### config.mk
export PLATFORM = sky130hd
export DESIGN_NAME = timer_counter
export DESIGN_NICKNAME = d
export VERILOG_FILES = /design/src/rtl/timer_counter.sv
export SDC_FILE = /design/constraint.sdc
export NUM_CORES = 1
export LEC_CHECK = 0
export CORE_MARGIN = 3
export CORE_UTILIZATION = 48
export DETAILED_ROUTE_END_ITERATION = 10
export HOLD_SLACK_MARGIN = 0.06
export PLACE_DENSITY = 0.83
export SETUP_SLACK_MARGIN = 0.05
export SYNTH_ARGS = -nofsm -noshare
export SYNTH_HDL_FRONTEND = slang
export SYNTH_SLANG_ARGS = --single-unit
### constraint.sdc
create_clock -name clk -period 3.04 [get_ports clk]
set_input_delay 0.912 -clock clk [delete_from_list [all_inputs] [get_ports clk]]
set_output_delay 0.912 -clock clk [all_outputs]
set_load 0.005 [all_outputs]
### src/rtl/timer_counter.sv
// -----------------------------------------------------------------------------
// timer_counter
//   Memory-mapped countdown timer. It is one source of the CP0 HwInt vector and
//   its IRQ output drives one HwInt bit directly. Software programs it through
//   three word registers:
//     Addr 0 CTRL   : [0] Enable, [2:1] Mode (01 auto-reload, else one-shot),
//                     [3] IM (irq mask); upper bits read as zero
//     Addr 1 PRESET : reload value, WIDTH bits, read/write
//     Addr 2 COUNT  : live counter, read-only
//     Addr 3        : unused, reads zero, writes ignored
//   One-shot mode holds IRQ until software writes CTRL. Auto-reload mode gives
//   a single-cycle IRQ pulse every PRESET+3 cycles.
//
// Ports
//   clk   in   1   system clock, rising edge
//   rst   in   1   asynchronous reset, active low
//   WE    in   1   bus write enable
//   Addr  in   2   register word select
//   Din   in  32   bus write data
//   Dout  out 32   bus read data, combinational from Addr
//   IRQ   out  1   interrupt request, built only from registered state
//
// FSM states
//   state  | meaning
//   IDLE   | timer stopped, waiting for Enable
//   LOAD   | copy PRESET into COUNT
//   CNT    | counting down; reaching zero raises the flag
//   INT    | flag just raised; one-shot stops, auto-reload restarts
// -----------------------------------------------------------------------------
module timer_counter #(
  parameter int WIDTH = 32
) (
  input  logic        clk,
  input  logic        rst,
  input  logic        WE,
  input  logic [1:0]  Addr,
  input  logic [31:0] Din,
  output logic [31:0] Dout,
  output logic        IRQ
);

  typedef enum logic [1:0] {
    S_IDLE = 2'd0,
    S_LOAD = 2'd1,
    S_CNT  = 2'd2,
    S_INT  = 2'd3
  } state_t;

  localparam logic [1:0] ADDR_CTRL   = 2'd0;
  localparam logic [1:0] ADDR_PRESET = 2'd1;
  localparam logic [1:0] ADDR_COUNT  = 2'd2;
  localparam logic [1:0] MODE_AUTO   = 2'b01;

  state_t           r_state;
  state_t           w_state_nxt;

  logic             r_enable;
  logic [1:0]       r_mode;
  logic             r_im;
  logic [WIDTH-1:0] r_preset;
  logic [WIDTH-1:0] r_count;
  logic             r_flag;

  logic             w_enable_nxt;
  logic [WIDTH-1:0] w_count_nxt;
  logic             w_flag_nxt;

  logic             w_ctrl_we;
  logic             w_preset_we;
  logic             w_auto;
  logic [31:0]      w_ctrl_rd;
  logic [31:0]      w_preset_rd;
  logic [31:0]      w_count_rd;

  // ---------------------------------------------------------------------------
  // Bus write decode
  // ---------------------------------------------------------------------------
  assign w_ctrl_we   = WE && (Addr == ADDR_CTRL);
  assign w_preset_we = WE && (Addr == ADDR_PRESET);

  // Mode 1x is treated as one-shot, so only the exact 01 pattern reloads.
  assign w_auto = (r_mode == MODE_AUTO);

  // ---------------------------------------------------------------------------
  // FSM state register
  // ---------------------------------------------------------------------------
  always_ff @(posedge clk or negedge rst) begin
    if (!rst) begin
      r_state <= S_IDLE;
    end else begin
      r_state <= w_state_nxt;
    end
  end

  // ---------------------------------------------------------------------------
  // FSM next state plus next values of COUNT, flag and Enable.
  // Ordering inside this block encodes the same-edge priorities:
  //   - a CTRL write clears the flag, but a CNT->INT flag set overrides it
  //   - the one-shot Enable clear in INT is overridden by a CTRL write
  // ---------------------------------------------------------------------------
  always_comb begin
    w_state_nxt  = r_state;
    w_count_nxt  = r_count;
    w_flag_nxt   = r_flag;
    w_enable_nxt = r_enable;

    if (w_ctrl_we) begin
      w_flag_nxt = 1'b0;
    end

    case (r_state)
      S_IDLE: begin
        if (r_enable) begin
          w_state_nxt = S_LOAD;
        end
      end

      S_LOAD: begin
        w_count_nxt = r_preset;
        w_state_nxt = S_CNT;
      end

      S_CNT: begin
        if (!r_enable) begin
          w_state_nxt = S_IDLE;
        end else if (r_count == '0) begin
          w_state_nxt = S_INT;
          w_flag_nxt  = 1'b1;
        end else begin
          w_count_nxt = r_count - WIDTH'(1);
        end
      end

      S_INT: begin
        if (w_auto) begin
          w_state_nxt = S_LOAD;
          w_flag_nxt  = 1'b0;
        end else begin
          // flag deliberately left set: one-shot IRQ is a level held until ack
          w_state_nxt  = S_IDLE;
          w_enable_nxt = 1'b0;
        end
      end

      default: begin
        w_state_nxt = S_IDLE;
      end
    endcase

    if (w_ctrl_we) begin
      w_enable_nxt = Din[0];
    end
  end

  // ---------------------------------------------------------------------------
  // Registers: CTRL fields, PRESET, COUNT, flag
  // ---------------------------------------------------------------------------
  always_ff @(posedge clk or negedge rst) begin
    if (!rst) begin
      r_enable <= 1'b0;
      r_mode   <= 2'b00;
      r_im     <= 1'b0;
      r_preset <= '0;
      r_count  <= '0;
      r_flag   <= 1'b0;
    end else begin
      r_enable <= w_enable_nxt;
      r_count  <= w_count_nxt;
      r_flag   <= w_flag_nxt;
      if (w_ctrl_we) begin
        r_mode <= Din[2:1];
        r_im   <= Din[3];
      end
      if (w_preset_we) begin
        r_preset <= Din[WIDTH-1:0];
      end
    end
  end

  // ---------------------------------------------------------------------------
  // Read path, zero-extended to the bus width
  // ---------------------------------------------------------------------------
  always_comb begin
    w_ctrl_rd               = '0;
    w_ctrl_rd[0]            = r_enable;
    w_ctrl_rd[2:1]          = r_mode;
    w_ctrl_rd[3]            = r_im;
    w_preset_rd             = '0;
    w_preset_rd[WIDTH-1:0]  = r_preset;
    w_count_rd              = '0;
    w_count_rd[WIDTH-1:0]   = r_count;
  end

  always_comb begin
    Dout = '0;
    case (Addr)
      ADDR_CTRL:   Dout = w_ctrl_rd;
      ADDR_PRESET: Dout = w_preset_rd;
      ADDR_COUNT:  Dout = w_count_rd;
      default:     Dout = '0;
    endcase
  end

  // Both operands are flops, so IRQ has no combinational path from the bus.
  assign IRQ = r_flag & r_im;

endmodule

==> results of run 1 <==
[metrics by stage]
step	power, mW	hold slack (ns)	setup TNS, ns	cells	setup slack (ns)
floorplan	2.77	0.488	0	411	0.139
global placement	3.32	0.510	-12.65	569	-0.423
CTS	4.22	0.533	-0.00251	594	-0.00251
global route	4.54	0.550	0	596	0.0254
finish	4.27	0.529	0	596	0.0743
detailed placement	3.38	0.515	-13.67	569	-0.465
[final timing paths]
check,start,to,slack [ns],cells past startpoint
worst max-delay path,Addr[1],Dout[21],0.07,6
worst min-delay path,r_mode[0],r_mode[0],0.53,1
worst max register to register,r_count[0],r_count[31],0.26,8
worst min register to register,r_mode[0],r_mode[0],0.53,1
max in group asynchronous,rst,r_preset[16],2.15,2
min in group asynchronous,rst,r_preset[10],0.57,2
[logic make-up (layout without fill, tap and decap cells)]
logic type | count (synthesis) | in the layout | share of synthesized area [%]
compound gates | 144 | 144 | 24.4
fa+ha+maj | 1 | 1 | 0.308
buf+inv | 40 | 123 | 4.16
mux | 40 | 40 | 10.9
flops | 71 | 71 | 43.7
simple gates | 115 | 115 | 16.5
[where the power goes]
group / switching, mW / total (mW) / internal (mW)
combinational: 0.881 / 1.70 / 0.814
sequential: 0.476 / 1.73 / 1.26
clock: 0.382 / 0.845 / 0.463
total: 1.74 / 4.27 / 2.53
[cells in the mapped netlist (5+ instances only)]
library cell	instances	area, um^2
nand2_1	24	90.1
nor2b_1	5	31.3
o31a_1	5	43.8
o22a_1	7	61.3
a22o_1	29	254
mux2_2	34	383
a21oi_1	20	100
a31oi_1	7	43.8
dfrtp_1	71	1780
a41oi_1	5	43.8
clkbuf_1	19	71.3
inv_1	8	30.0
nor2_1	26	97.6
o22ai_1	6	37.5
o21ai_0	41	205
nor4_1	9	56.3
nor3_1	17	85.1
a211oi_1	5	37.5
mux2i_1	6	60.1
buf_1	7	26.3
[worst max-delay path: cells and delay by family]
kind | cells | cell delay (ns)
buffers and inverters | 4 | 0.78
AND/OR/NAND/NOR | 1 | 0.15
AO/OA/AOI/OAI | 1 | 0.21
[final cells by class]
class / instances / share of cell area, %
Multi-Input combinational cell: 300 / 40.1
Clock inverter: 7 / 1.83
Tap cell: 102 / 2.40
Timing Repair Buffer: 99 / 19.4
Sequential cell: 71 / 33.4
Clock buffer: 9 / 2.33
Inverter: 8 / 0.564
[cell usage in the layout (no fill, tap or decap), drive strengths merged, types with 20 or more instances in the layout]
cell type,Yosys,routed
nand2,24,24
a21oi,20,20
dlygate4sd2,0,23
buf,12,33
dfrtp,71,71
clkdlybuf4s50,0,36
mux2,34,34
a22o,29,29
o21ai,41,41
nor2,26,26
[per-layer routing]
layer | up-vias | share of wire, %
met3 | 39 | 8.7
met5 | - | 0
met1 | 1887 | 42
li1 | 1739 | -
met4 | 0 | 2.5
met2 | 220 | 47
[registers in the layout (all words and copies together) (netlist names)]
register	cells
r_count	32
r_preset	32
r_mode	2
r_state	2
r_enable	1
r_flag	1
r_im	1
[timing repair]
| item | in CTS | in global routing |
|---|---|---|
| gates cloned | 4 | 0 |
| gates resized for setup | 50 | 8 |
| endpoints found under the setup margin | 32 | 12 |
| pin swaps | 0 | 1 |
| buffers inserted | 5 | 2 |
| endpoints found under the hold margin | 0 | 0 |
==> flow_metrics.py, run 1 <==
metrics = {
    "global_routing": {
        "grtUsageMet2_pct": 38.0,
        "use_met3_pct": 5.71,
        "grt_pass1_wl_um": 19100,
        "overflow": 0,
        "grt_pass1_vias": 3715,
        "grt-busiest-layer": "met2",
        "gr-usage-all-layers_pct": 24.6,
        "grt_max_degree": 72,
        "antenna_found_initial": 0,
        "grt_use_met1_pct": 33.8,
    },
    "setup_path": {
        "cp_cell_sequence": "buf_4, nor2b_4, buf_6, bufbuf_16, a22o_1, dlygate4sd2_1",
        "cp_max_fo": 6,
        "critPathLaunchType": "primary input",
        "setup.worst_path.end_class": "primary output",
        "arrival_ns": 2.05,
        "path_class": "primary input to primary output",
        "cpPeakStageDelay_ns": 0.26,
        "crit_required_ns": 2.13,
        "cp_slowest_cell": "bufbuf_16",
    },
    "synth": {
        "yosysSeqAreaShare_pct": 43.7,
        "synthesis.nets": 449,
        "synthArstFlopShare_pct": 100,
        "synth-seq-cells": 71,
        "synth_top_flop_cell": "dfrtp_1",
        "yosysWarnings": 0,
        "synth_cell_types": 54,
        "synth_edf_count": 0,
        "syn_area_per_cell_um2": 9.88,
        "synth.cell_area_um2": 4060,
        "netlist_instances": 411,
    },
    "placement": {
        "dpl.hpwl_um": 7160,
        "place_congestion": 0.934,
        "port_buffers": 69,
        "dpl-instance-area_um2": 4940,
    },
    "drt": {
        "firstDrtPassIters": 6,
        "vias": 3885,
        "wl_um": 11700,
        "viasPerCell": 6.52,
        "ant_nets": 0,
        "wl_per_cell_um": 19.7,
        "drt_first_iter_violations": 399,
        "drc": 0,
    },
    "power": {
        "powerDensity_nw_per_um2": 803,
        "ir_worst_vdd_mv": 0.463,
        "leakagePower_nw": 2.21,
    },
    "final_layout": {
        "nets": 527,
        "diodes": 0,
        "ff_latch_area_um2": 1780,
        "layout-drive-gt1-share_pct": 20.0,
        "final_util_pct": 66.8,
        "final_area_um2": 5320,
        "multiInputGateArea_um2": 2130,
        "syn_to_final_growth_pct": 31.1,
        "fill_cells": 630,
    },
    "floorplan": {
        "dieArea_um2": 9600,
        "ios": 70,
        "start_util_pct": 51.0,
        "fp.dieW_um": 98.0,
        "core_um2": 7970,
        "std_cell_rows": 32,
        "die_h_um": 98.0,
    },
    "cts": {
        "cts.path.max_buffers": 2,
        "cts_sinks": 71,
        "path_clk_slew_ns": 0.07,
        "numCtsBuffers": 9,
        "cts_hold_buf": 0,
        "htreeDepth": 3,
        "cts_tree": "yes",
        "root_buffer": "clkbuf_8",
        "clk_latency_ns": 0.35,
    },
    "sta": {
        "rsz0062_at_grt": "yes",
        "worstMarginPinSlew_ns": 0.787,
        "finalMaxSlewViolations": 0,
        "clock_skew_ns": 0.0150,
        "max_clock_freq_mhz": 337,
        "min_period_ns": 2.97,
        "slew_headroom_pct": 47.6,
        "fin_crit_sh_pct": 97.6,
        "setup_viol": 0,
        "final-hold-violation-count": 0,
    },
    "run": {
        "cap_violations": 0,
    },
    "min_path": {
        "hold_class": "flip-flop to flip-flop",
    },
    "run_status": {
        "outcome": "finished clean",
    },
}
(Power assumes the default switching activity.)
==> run 2, diff against run 1 <==
Settings changed: CAP_MARGIN set to 5.
==> results of run 2 <==
The final DEF is identical to that of run 1; final timing and power are the same.
